--- src/rtl/controlador_requisicoes.sv ---
// controlador_requisicoes: host-side initiator for the shortest-path engine.
// Accepts (fonte, destino) requests, pulses the engine start command,
// buffers the path nodes it reports and streams them out with an end marker.
// Optional feature macro: INVERTER_CAMINHO_EN selects LIFO path order
// (source->destination) instead of the default FIFO streaming order.
//
// state   | meaning
// --------+---------------------------------------------------------------
// OCIOSO  | idle, request channel ready
// DISPARO | one-cycle start pulse to the engine with the latched addresses
// AGUARDA | capturing path nodes, timeout counter running
// ESVAZIA | draining the remaining buffered nodes
// ERRO    | one-cycle timeout report, buffer flushed
module controlador_requisicoes #(
    parameter int ADDR_WIDTH     = 6,
    parameter int MAX_CAMINHO    = 64,
    parameter int TIMEOUT_WIDTH  = 20,
    parameter int TIMEOUT_CICLOS = 500000
) (
    input  logic                  clk,
    input  logic                  rst,
    input  logic                  req_valid_in,
    output logic                  req_ready_out,
    input  logic [ADDR_WIDTH-1:0] req_fonte_in,
    input  logic [ADDR_WIDTH-1:0] req_destino_in,
    output logic                  top_wr_fonte_out,
    output logic [ADDR_WIDTH-1:0] top_addr_fonte_out,
    output logic [ADDR_WIDTH-1:0] top_addr_destino_out,
    input  logic                  cam_valid_in,
    input  logic [ADDR_WIDTH-1:0] cam_addr_in,
    input  logic                  cam_pronto_in,
    output logic                  out_valid_out,
    input  logic                  out_ready_in,
    output logic [ADDR_WIDTH-1:0] out_addr_out,
    output logic                  out_last_out,
    output logic                  erro_timeout_out,
    output logic                  erro_overflow_out,
    output logic                  ocupado_out
);
    localparam int PTR_W = $clog2(MAX_CAMINHO);
    localparam int CNT_W = PTR_W + 1;
    localparam logic [TIMEOUT_WIDTH-1:0] TMO_ULTIMO = TIMEOUT_WIDTH'(TIMEOUT_CICLOS - 1);
    localparam logic [CNT_W-1:0]         CNT_CHEIO  = CNT_W'(MAX_CAMINHO);
`ifdef INVERTER_CAMINHO_EN
    // read pointer tracks the top of the stack (one below the write pointer)
    localparam logic [PTR_W-1:0] RD_INICIAL = '1;
`else
    localparam logic [PTR_W-1:0] RD_INICIAL = '0;
`endif

    typedef enum logic [2:0] {OCIOSO, DISPARO, AGUARDA, ESVAZIA, ERRO} estado_t;

    estado_t                  state_q, state_d;
    logic [ADDR_WIDTH-1:0]    fonte_q, fonte_d;
    logic [ADDR_WIDTH-1:0]    destino_q, destino_d;
    logic [ADDR_WIDTH-1:0]    mem_q [MAX_CAMINHO];
    logic [PTR_W-1:0]         wr_ptr_q, wr_ptr_d, wr_nxt;
    logic [PTR_W-1:0]         rd_ptr_q, rd_ptr_d, rd_nxt;
    logic [CNT_W-1:0]         count_q, count_d, count_nxt;
    logic [TIMEOUT_WIDTH-1:0] tmo_q, tmo_d;
    logic                     ovf_q, ovf_d;
    logic                     push_req, push, pop, cheio;

    assign cheio = (count_q == CNT_CHEIO);

`ifdef INVERTER_CAMINHO_EN
    assign out_valid_out = (state_q == ESVAZIA) && (count_q != '0);
    assign wr_nxt        = wr_ptr_q + PTR_W'(push) - PTR_W'(pop);
    assign rd_nxt        = wr_nxt - 1'b1;
`else
    // while capturing, hold back the newest node so the marker can land on it
    assign out_valid_out = ((state_q == AGUARDA) && (count_q >= CNT_W'(2))) ||
                           ((state_q == ESVAZIA) && (count_q != '0));
    assign wr_nxt        = wr_ptr_q + PTR_W'(push);
    assign rd_nxt        = rd_ptr_q + PTR_W'(pop);
`endif

    assign out_last_out = (state_q == ESVAZIA) && (count_q == CNT_W'(1));
    assign out_addr_out = out_valid_out ? mem_q[rd_ptr_q] : '0;
    assign pop          = out_valid_out && out_ready_in;
    assign push_req     = (state_q == AGUARDA) && cam_valid_in;
    // a full buffer still accepts a node when one leaves in the same cycle
    assign push         = push_req && (!cheio || pop);
    assign count_nxt    = count_q + CNT_W'(push) - CNT_W'(pop);

    assign req_ready_out        = (state_q == OCIOSO) && !rst;
    assign top_wr_fonte_out     = (state_q == DISPARO);
    assign top_addr_fonte_out   = (state_q == DISPARO) ? fonte_q : '0;
    assign top_addr_destino_out = (state_q == DISPARO) ? destino_q : '0;
    assign erro_timeout_out     = (state_q == ERRO);
    assign erro_overflow_out    = ovf_q;
    assign ocupado_out          = (state_q != OCIOSO);

    // next-state, buffer bookkeeping and timeout counter
    always_comb begin
        state_d   = state_q;
        fonte_d   = fonte_q;
        destino_d = destino_q;
        wr_ptr_d  = wr_nxt;
        rd_ptr_d  = rd_nxt;
        count_d   = count_nxt;
        tmo_d     = tmo_q;
        ovf_d     = ovf_q || (push_req && !push);
        case (state_q)
            OCIOSO: begin
                if (req_valid_in) begin
                    fonte_d   = req_fonte_in;
                    destino_d = req_destino_in;
                    wr_ptr_d  = '0;
                    rd_ptr_d  = RD_INICIAL;
                    count_d   = '0;
                    tmo_d     = '0;
                    ovf_d     = 1'b0;
                    state_d   = DISPARO;
                end
            end
            DISPARO: begin
                tmo_d   = tmo_q + 1'b1;
                state_d = AGUARDA;
            end
            AGUARDA: begin
                tmo_d = tmo_q + 1'b1;
                if (cam_pronto_in) begin
                    state_d = (count_nxt == '0) ? OCIOSO : ESVAZIA;
                end else if (tmo_q == TMO_ULTIMO) begin
                    state_d = ERRO;
                end
            end
            ESVAZIA: begin
                if ((count_q == '0) || (pop && out_last_out)) begin
                    state_d = OCIOSO;
                end
            end
            ERRO: begin
                wr_ptr_d = '0;
                rd_ptr_d = RD_INICIAL;
                count_d  = '0;
                state_d  = OCIOSO;
            end
            default: state_d = OCIOSO;
        endcase
    end

    // control registers with synchronous reset
    always_ff @(posedge clk) begin
        if (rst) begin
            state_q   <= OCIOSO;
            fonte_q   <= '0;
            destino_q <= '0;
            wr_ptr_q  <= '0;
            rd_ptr_q  <= RD_INICIAL;
            count_q   <= '0;
            tmo_q     <= '0;
            ovf_q     <= 1'b0;
        end else begin
            state_q   <= state_d;
            fonte_q   <= fonte_d;
            destino_q <= destino_d;
            wr_ptr_q  <= wr_ptr_d;
            rd_ptr_q  <= rd_ptr_d;
            count_q   <= count_d;
            tmo_q     <= tmo_d;
            ovf_q     <= ovf_d;
        end
    end

    // path storage; contents are only meaningful below count_q so no reset
    always_ff @(posedge clk) begin
        if (push) begin
            mem_q[wr_ptr_q] <= cam_addr_in;
        end
    end
endmodule

--- config.mk ---
export PLATFORM = sky130hd
export DESIGN_NAME = controlador_requisicoes
export DESIGN_NICKNAME = d
export VERILOG_FILES = /design/src/rtl/controlador_requisicoes.sv
export SDC_FILE = /design/constraint.sdc
export NUM_CORES = 1
export LEC_CHECK = 0
export CAP_MARGIN = 20
export CORE_MARGIN = 1
export CORE_UTILIZATION = 50
export DETAILED_ROUTE_END_ITERATION = 10
export GPL_ROUTABILITY_DRIVEN = 0
export MAX_ROUTING_LAYER = met4
export PLACE_DENSITY_LB_ADDON = 0.2
export SLEW_MARGIN = 20
export SYNTH_ARGS = -nofsm -noshare
export SYNTH_HDL_FRONTEND = slang
export SYNTH_SLANG_ARGS = --single-unit
--- constraint.sdc ---
create_clock -name clk -period 10.4 [get_ports clk]
set_input_delay 3.12 -clock clk [delete_from_list [all_inputs] [get_ports clk]]
set_output_delay 3.12 -clock clk [all_outputs]
set_load 0.05 [all_outputs]
; ---- Word-level counts from Yosys, hierarchy flattened
; Memories as Yosys holds them, arrays and structs flattened. A register that Yosys moved wholly into a read port is not among the register bits.
; Index checks and enable logic that the tools add are counted.
[word_totals]
reg_bits = 55
latchBits = 0
mem_bits_rw = 384
romBits = 0
input_bits = 24
output_inout_bits = 25
elab_cells = 73
n_memories = 1
[classes]
n_addsub = 5
n_mul = 0
div_mod_pow = 0
magnitude_cmp = 1
eq_ne = 10
shifts = 0
muxes = 22
bitwise = 0
n_reduce_logical = 26
[mem_list]
columns = name, words, word_bits, rd, rd_clocked_by_memory_dff, write_ports, line
row1 = mem_q, 64, 6, 1, 1, 1, 56  ; logic [ADDR_WIDTH-1:0] mem_q [MAX_CAMINHO];
[op_table]
columns = operator, count
row1 = 20-bit one-hot mux with 2 select lines, 1
row2 = 6-bit two-way mux, 6
row3 = 6-bit one-hot mux with 2 select lines, 2
row4 = "20-bit by 1-bit adder with 20-bit output, second input constant", 1
row5 = "20-bit by 19-bit equality test with 1-bit output, second input constant", 1
row6 = 20-bit two-way mux, 1
row7 = 7-bit logical NOT, 2
row8 = 7-bit one-hot mux with 2 select lines, 1
row9 = 6-bit by 1-bit adder with 6-bit output, 2
row10 = 3-bit two-way mux, 4
row11 = 3-bit one-hot mux with 4 select lines, 1
row12 = 1-bit logical AND, 9
row13 = 7-bit by 1-bit adder with 7-bit output, 1
row14 = "7-bit by 1-bit equality test with 1-bit output, second input constant", 1
row15 = "7-bit equality test, second input constant", 1
row16 = "7-bit by 2-bit >= comparator with 1-bit output, second input constant", 1
row17 = 7-bit two-way mux, 1
row18 = 7-bit nonzero test, 1
row19 = 7-bit by 1-bit subtractor with 7-bit output, 1
row20 = "3-bit by 2-bit equality test with 1-bit output, second input constant", 2
row21 = 1-bit logical OR, 4
row22 = 1-bit two-way mux, 4
row23 = 2-bit AND reduction, 2
row24 = "3-bit by 1-bit equality test with 1-bit output, second input constant", 1
row25 = 11 further kinds, 13

; ---- Depth between registers and ports, before layout
[logic_depth]
ltp_word = 12
ltp_mapped = 17

; ---- Least setup slack after synthesis
; Ideal clock, no wire load.
[synth_path]
path_kind = input port to output port
startpoint = input port rst
endpoint = output port req_ready_out
arrival_ns = 4.181
required_time_ns = 7.280
slack_ns = 3.099
cell_stages = 3
path_cell_list = clkbuf_1 clkbuf_1 nor2_1
[synth_between]
elab_chain_cells = 2
[synth_rtl]
columns = element, line
row1 = "start, declared", 21  ; input logic rst,
row2 = 1-bit logical NOT, 86  ; assign req_ready_out = (state_q == OCIOSO) && !rst;
row3 = 1-bit logical AND, 86
row4 = "end, declared", 23  ; output logic req_ready_out,
; No other way between the ends.

; ---- Final worst setup path
; Ends and elaborated chain as after synthesis.

==> summary.txt <==
Clock tree
  – Clk_lat worst skew: 0.58 ns
  – Post-CTS Resized: 0
  – Hold-fix buffers at CTS: 0
  – CTS max path bufs: 3
  – Post-CTS setup-driven buffer insertion count: 0
  – Sink count of the clock tree: 439
  – H-tree levels: 2
  – Number of buffers created by CTS: 45
  – Clock tree from TritonCTS: built
  – Clock Root Buffer: sky130_fd_sc_hd__clkbuf_16
  – Clk slew on worst S/H paths: 0.06 ns

Yosys
  – Netlist cell types: 55
  – Yosys warns: 0
  – Leading post-synthesis cells by instance count: sky130_fd_sc_hd__edfxtp_1 (384), sky130_fd_sc_hd__nor2_1 (99), sky130_fd_sc_hd__mux4_2 (86)
  – Biggest area contributors in the synthesized netlist: sky130_fd_sc_hd__edfxtp_1 (64%), sky130_fd_sc_hd__mux4_2 (11%), sky130_fd_sc_hd__dfxtp_1 (6.1%)
  – Xor and xnor fraction of the mapped netlist area: 1.26%
  – Average instance area after synthesis: 16.5 µm²
  – Synth Area in Simple Gates: 7.53%
  – Main combinational cell family by area after synthesis: multiplexers
  – Post-synthesis mux area share: 13.2%
  – Area share of the leading cell type in the synthesized netlist: 64.0%
  – Synth Area in Compound Gates: 4.15%
  – Commonest register cell after synthesis: sky130_fd_sc_hd__edfxtp_1
  – Async set or reset register ratio after synthesis: 0%
  – Seq/Total Area, Yosys: 70.1%
  – Adder-cell share of the synthesized area: 1.36%
  – Area of the mapped netlist: 18000 µm²
  – Leading cell type by number of instances after synthesis: sky130_fd_sc_hd__edfxtp_1
  – Post-synthesis net count: 1137
  – Number of flip-flops and latches in the synthesized netlist: 439
  – Post-Synthesis Cells: 1094
  – EDFF count, synth: 384
  – Post-synthesis cell type with the largest combined area: sky130_fd_sc_hd__edfxtp_1

Place
  – Half-perimeter wire length of the detailed placement result: 22800 µm
  – Input/output buffers: 48
  – Worst setup slack after placement: 2.29 ns
  – Cell count after placement: 1557

Layout
  – Layout cell share with drive strength beyond 1: 15.2%
  – Final Non-Filler Cells: 1641
  – Area grow syn2layout: 12.2%
  – Number of antenna diodes: 0
  – Count of nets after finishing: 1187

Detailed routing
  – Total Routed Length: 37300 µm
  – Routed wirelength normalized by instance count: 22.7 µm
  – DRC Markers: 0
  – Number of nets with antenna violations after routing: 0
  – Number of vias per cell after detailed routing: 5.82
  – Iteration-0 DRC count of the detailed router: 901
  – First-pass iteration count of the detailed router: 7
  – Total number of vias: 9558

Setup path
  – Slowest cell on crit path: sky130_fd_sc_hd__clkdlybuf4s50_1
  – Start-to-end type of the worst setup path: input port to primary output
  – CP dominant cell by count: sky130_fd_sc_hd__clkdlybuf4s50_1
  – Arrival time of data at the critical path endpoint: 4.97 ns
  – Capturing element type of the critical path: primary output
  – Type of origin of the critical path: input port
  – Endpoint required time on the critical path: 7.28 ns
  – Critical path's largest stage delay: 0.82 ns
  – Chain of cells forming the critical path: clkdlybuf4s50_1, nor2_1, clkdlybuf4s50_1
  – Worst-path maximum fanout: 22

STA
  – Max Slew Vio Count: 0
  – Worst slew pin tran: 1.07 ns
  – Post-Route Skew: 0.0134 ns
  – Fraction of the cycle the final worst path needs: 77.8%
  – Setup-failing EPs final: 0
  – Setup repair after global routing missed its margin: false
  – Hold WS: 0.451 ns
  – Final setup margin: 2.31 ns
  – Worst slew margin: 28.0%
  – Final critical path time including I/O delays and setup: 8.09 ns
  – Maximum clock frequency: 0.124 GHz
  – Hold Vio Cnt, Final: 0
  – Total Negative Setup Slacks: 0 ns

Die
  – Horiz. Die Dim: 192 µm
  – Area enclosed by the die boundary: 36800 µm²
  – Die Y-Extent: 192 µm
  – Placeable core region: 35500 µm²
  – Number of ports placed on the die boundary: 49
  – Effective utilization at floorplan: 50.8%
  – Number of rows in the core area: 69

Global route
  – GRT Util Overall: 21.9%
  – Pin count of the biggest net entering global routing: 65
  – Antenna violations before repair: 0
  – Global-route wire length before repair: 57800 µm
  – Grt total ovfl: 0
  – Via count of the first global-routing pass: 9722

Power
  – Power spent charging and discharging nets: 950 µW
  – Worst-case vdd ir drop: 0.161 mV
  – P per Cell Area: 192 nW/µm²
  – Proportion of total power due to net switching: 24.4%
  – Internal cell power: 2940 µW
  – Reg power frac: 50.6%
  – Total power after layout: 3890 µW
  – Relative contribution of combinational cells to total power: 10.7%
  – Part of the power in the clock network: 38.7%
  – Static leakage: 0.00622 µW

Worst hold path
  – Tightest Hold Check Type: flop to flop

Flow run
  – Maxcap violations: 0

Status
  – Outcome: finished clean
## metrics by stage
step | utilization (%) | cell area (µm²)
global route | 57.0 | 20200
finish | 57.0 | 20200
floorplan | - | 18000
detailed placement | 53.1 | 18800
CTS | 56.9 | 20200
global placement | 53.0 | 18800
## worst max-delay path: cells and delay by family
| kind | cells | cell delay [ns] |
|---|---|---|
| AND/OR/NAND/NOR | 1 | 0.23 |
| buffers and inverters | 2 | 1.62 |
## metal layers
layer / GRT usage, % / share of wire, %
met1: 29.9 / 43
met2: 32.9 / 47
met3: 4.46 / 6.7
met4: 7.63 / 2.7
met5: - / 0
## sequential cells by signal, summed over array words and instances (netlist names), 3 cells and up
| name | count |
|---|---|
| count_q | 7 |
| destino_q | 6 |
| fonte_q | 6 |
| mem_q | 384 |
| rd_ptr_q | 6 |
| state_q | 3 |
| tmo_q | 20 |
| wr_ptr_q | 6 |
## path summary, 6_finish.rpt
| path | start | endpoint | slack, ns | depth (start not counted) |
|---|---|---|---|---|
| worst max-delay path | rst | req_ready_out | 2.31 | 3 |
| worst min-delay path | fonte_q[0]$_SDFFE_PP0P_ | fonte_q[0]$_SDFFE_PP0P_ | 0.45 | 2 |
| worst max register to register | count_q[1]$_SDFF_PP0_ | state_q[1]$_SDFFE_PP0P_ | 6.44 | 17 |
| worst min register to register | fonte_q[0]$_SDFFE_PP0P_ | fonte_q[0]$_SDFFE_PP0P_ | 0.45 | 2 |
## cell families (layout without fill, tap and decap cells)
logic type	count (synthesis)	count (layout)
multiplexers	130	130
AND/OR/NAND/NOR	283	283
AO/OA/AOI/OAI	113	113
flip-flops	439	439
XOR/XNOR	26	26
adder cells (fa/ha/maj)	19	19
buffers and inverters	84	170
## area by class of cell
| cell class | count | area, µm² |
|---|---|---|
| fillers | 2733 | 15300 |
| flip-flops and latches | 439 | 12600 |
| multi-input cells | 571 | 4970 |
| clock buffers | 59 | 1190 |
| well taps | 461 | 577 |
| repair buffers | 62 | 568 |
| clock inverters | 24 | 171 |
| inverters | 25 | 93.8 |
## cells in the final DEF (no fill, tap or decap), types with 5 or more instances in the layout
cell / Yosys / layout
sky130_fd_sc_hd__o21ai_0: 8 / 8
sky130_fd_sc_hd__mux4_2: 86 / 86
sky130_fd_sc_hd__nor2_1: 99 / 99
sky130_fd_sc_hd__nand2b_1: 7 / 7
sky130_fd_sc_hd__xnor2_1: 14 / 14
sky130_fd_sc_hd__clkinv_1: 0 / 8
sky130_fd_sc_hd__buf_4: 4 / 19
sky130_fd_sc_hd__edfxtp_1: 384 / 384
sky130_fd_sc_hd__dfxtp_1: 55 / 52
sky130_fd_sc_hd__nor4_1: 5 / 5
sky130_fd_sc_hd__ha_1: 18 / 18
sky130_fd_sc_hd__clkbuf_1: 24 / 13
sky130_fd_sc_hd__or3_1: 8 / 8
sky130_fd_sc_hd__nand4_1: 10 / 10
sky130_fd_sc_hd__o2111ai_1: 7 / 7
sky130_fd_sc_hd__and2_1: 27 / 27
sky130_fd_sc_hd__a211oi_1: 21 / 21
sky130_fd_sc_hd__clkdlybuf4s50_1: 0 / 42
sky130_fd_sc_hd__nand2_1: 52 / 52
sky130_fd_sc_hd__clkinv_2: 0 / 10
sky130_fd_sc_hd__clkbuf_16: 0 / 45
sky130_fd_sc_hd__a21oi_1: 38 / 38
sky130_fd_sc_hd__nor2b_1: 14 / 14
sky130_fd_sc_hd__mux2i_1: 42 / 42
sky130_fd_sc_hd__nor3_1: 27 / 25
sky130_fd_sc_hd__nand3_1: 17 / 17
sky130_fd_sc_hd__inv_1: 24 / 24
sky130_fd_sc_hd__xor2_1: 12 / 12
sky130_fd_sc_hd__a22oi_1: 14 / 14
## power by group through the flow
stage               clock network, µW  logic [µW]  registers (µW)
floorplan                           0         321            1980
global placement                    0         415            2000
detailed placement                  0         419            2000
CTS                              1530         422            1970
global route                     1600         463            1970
finish                           1500         418            1960
Note: power is estimated with default switching activity, not from simulation.
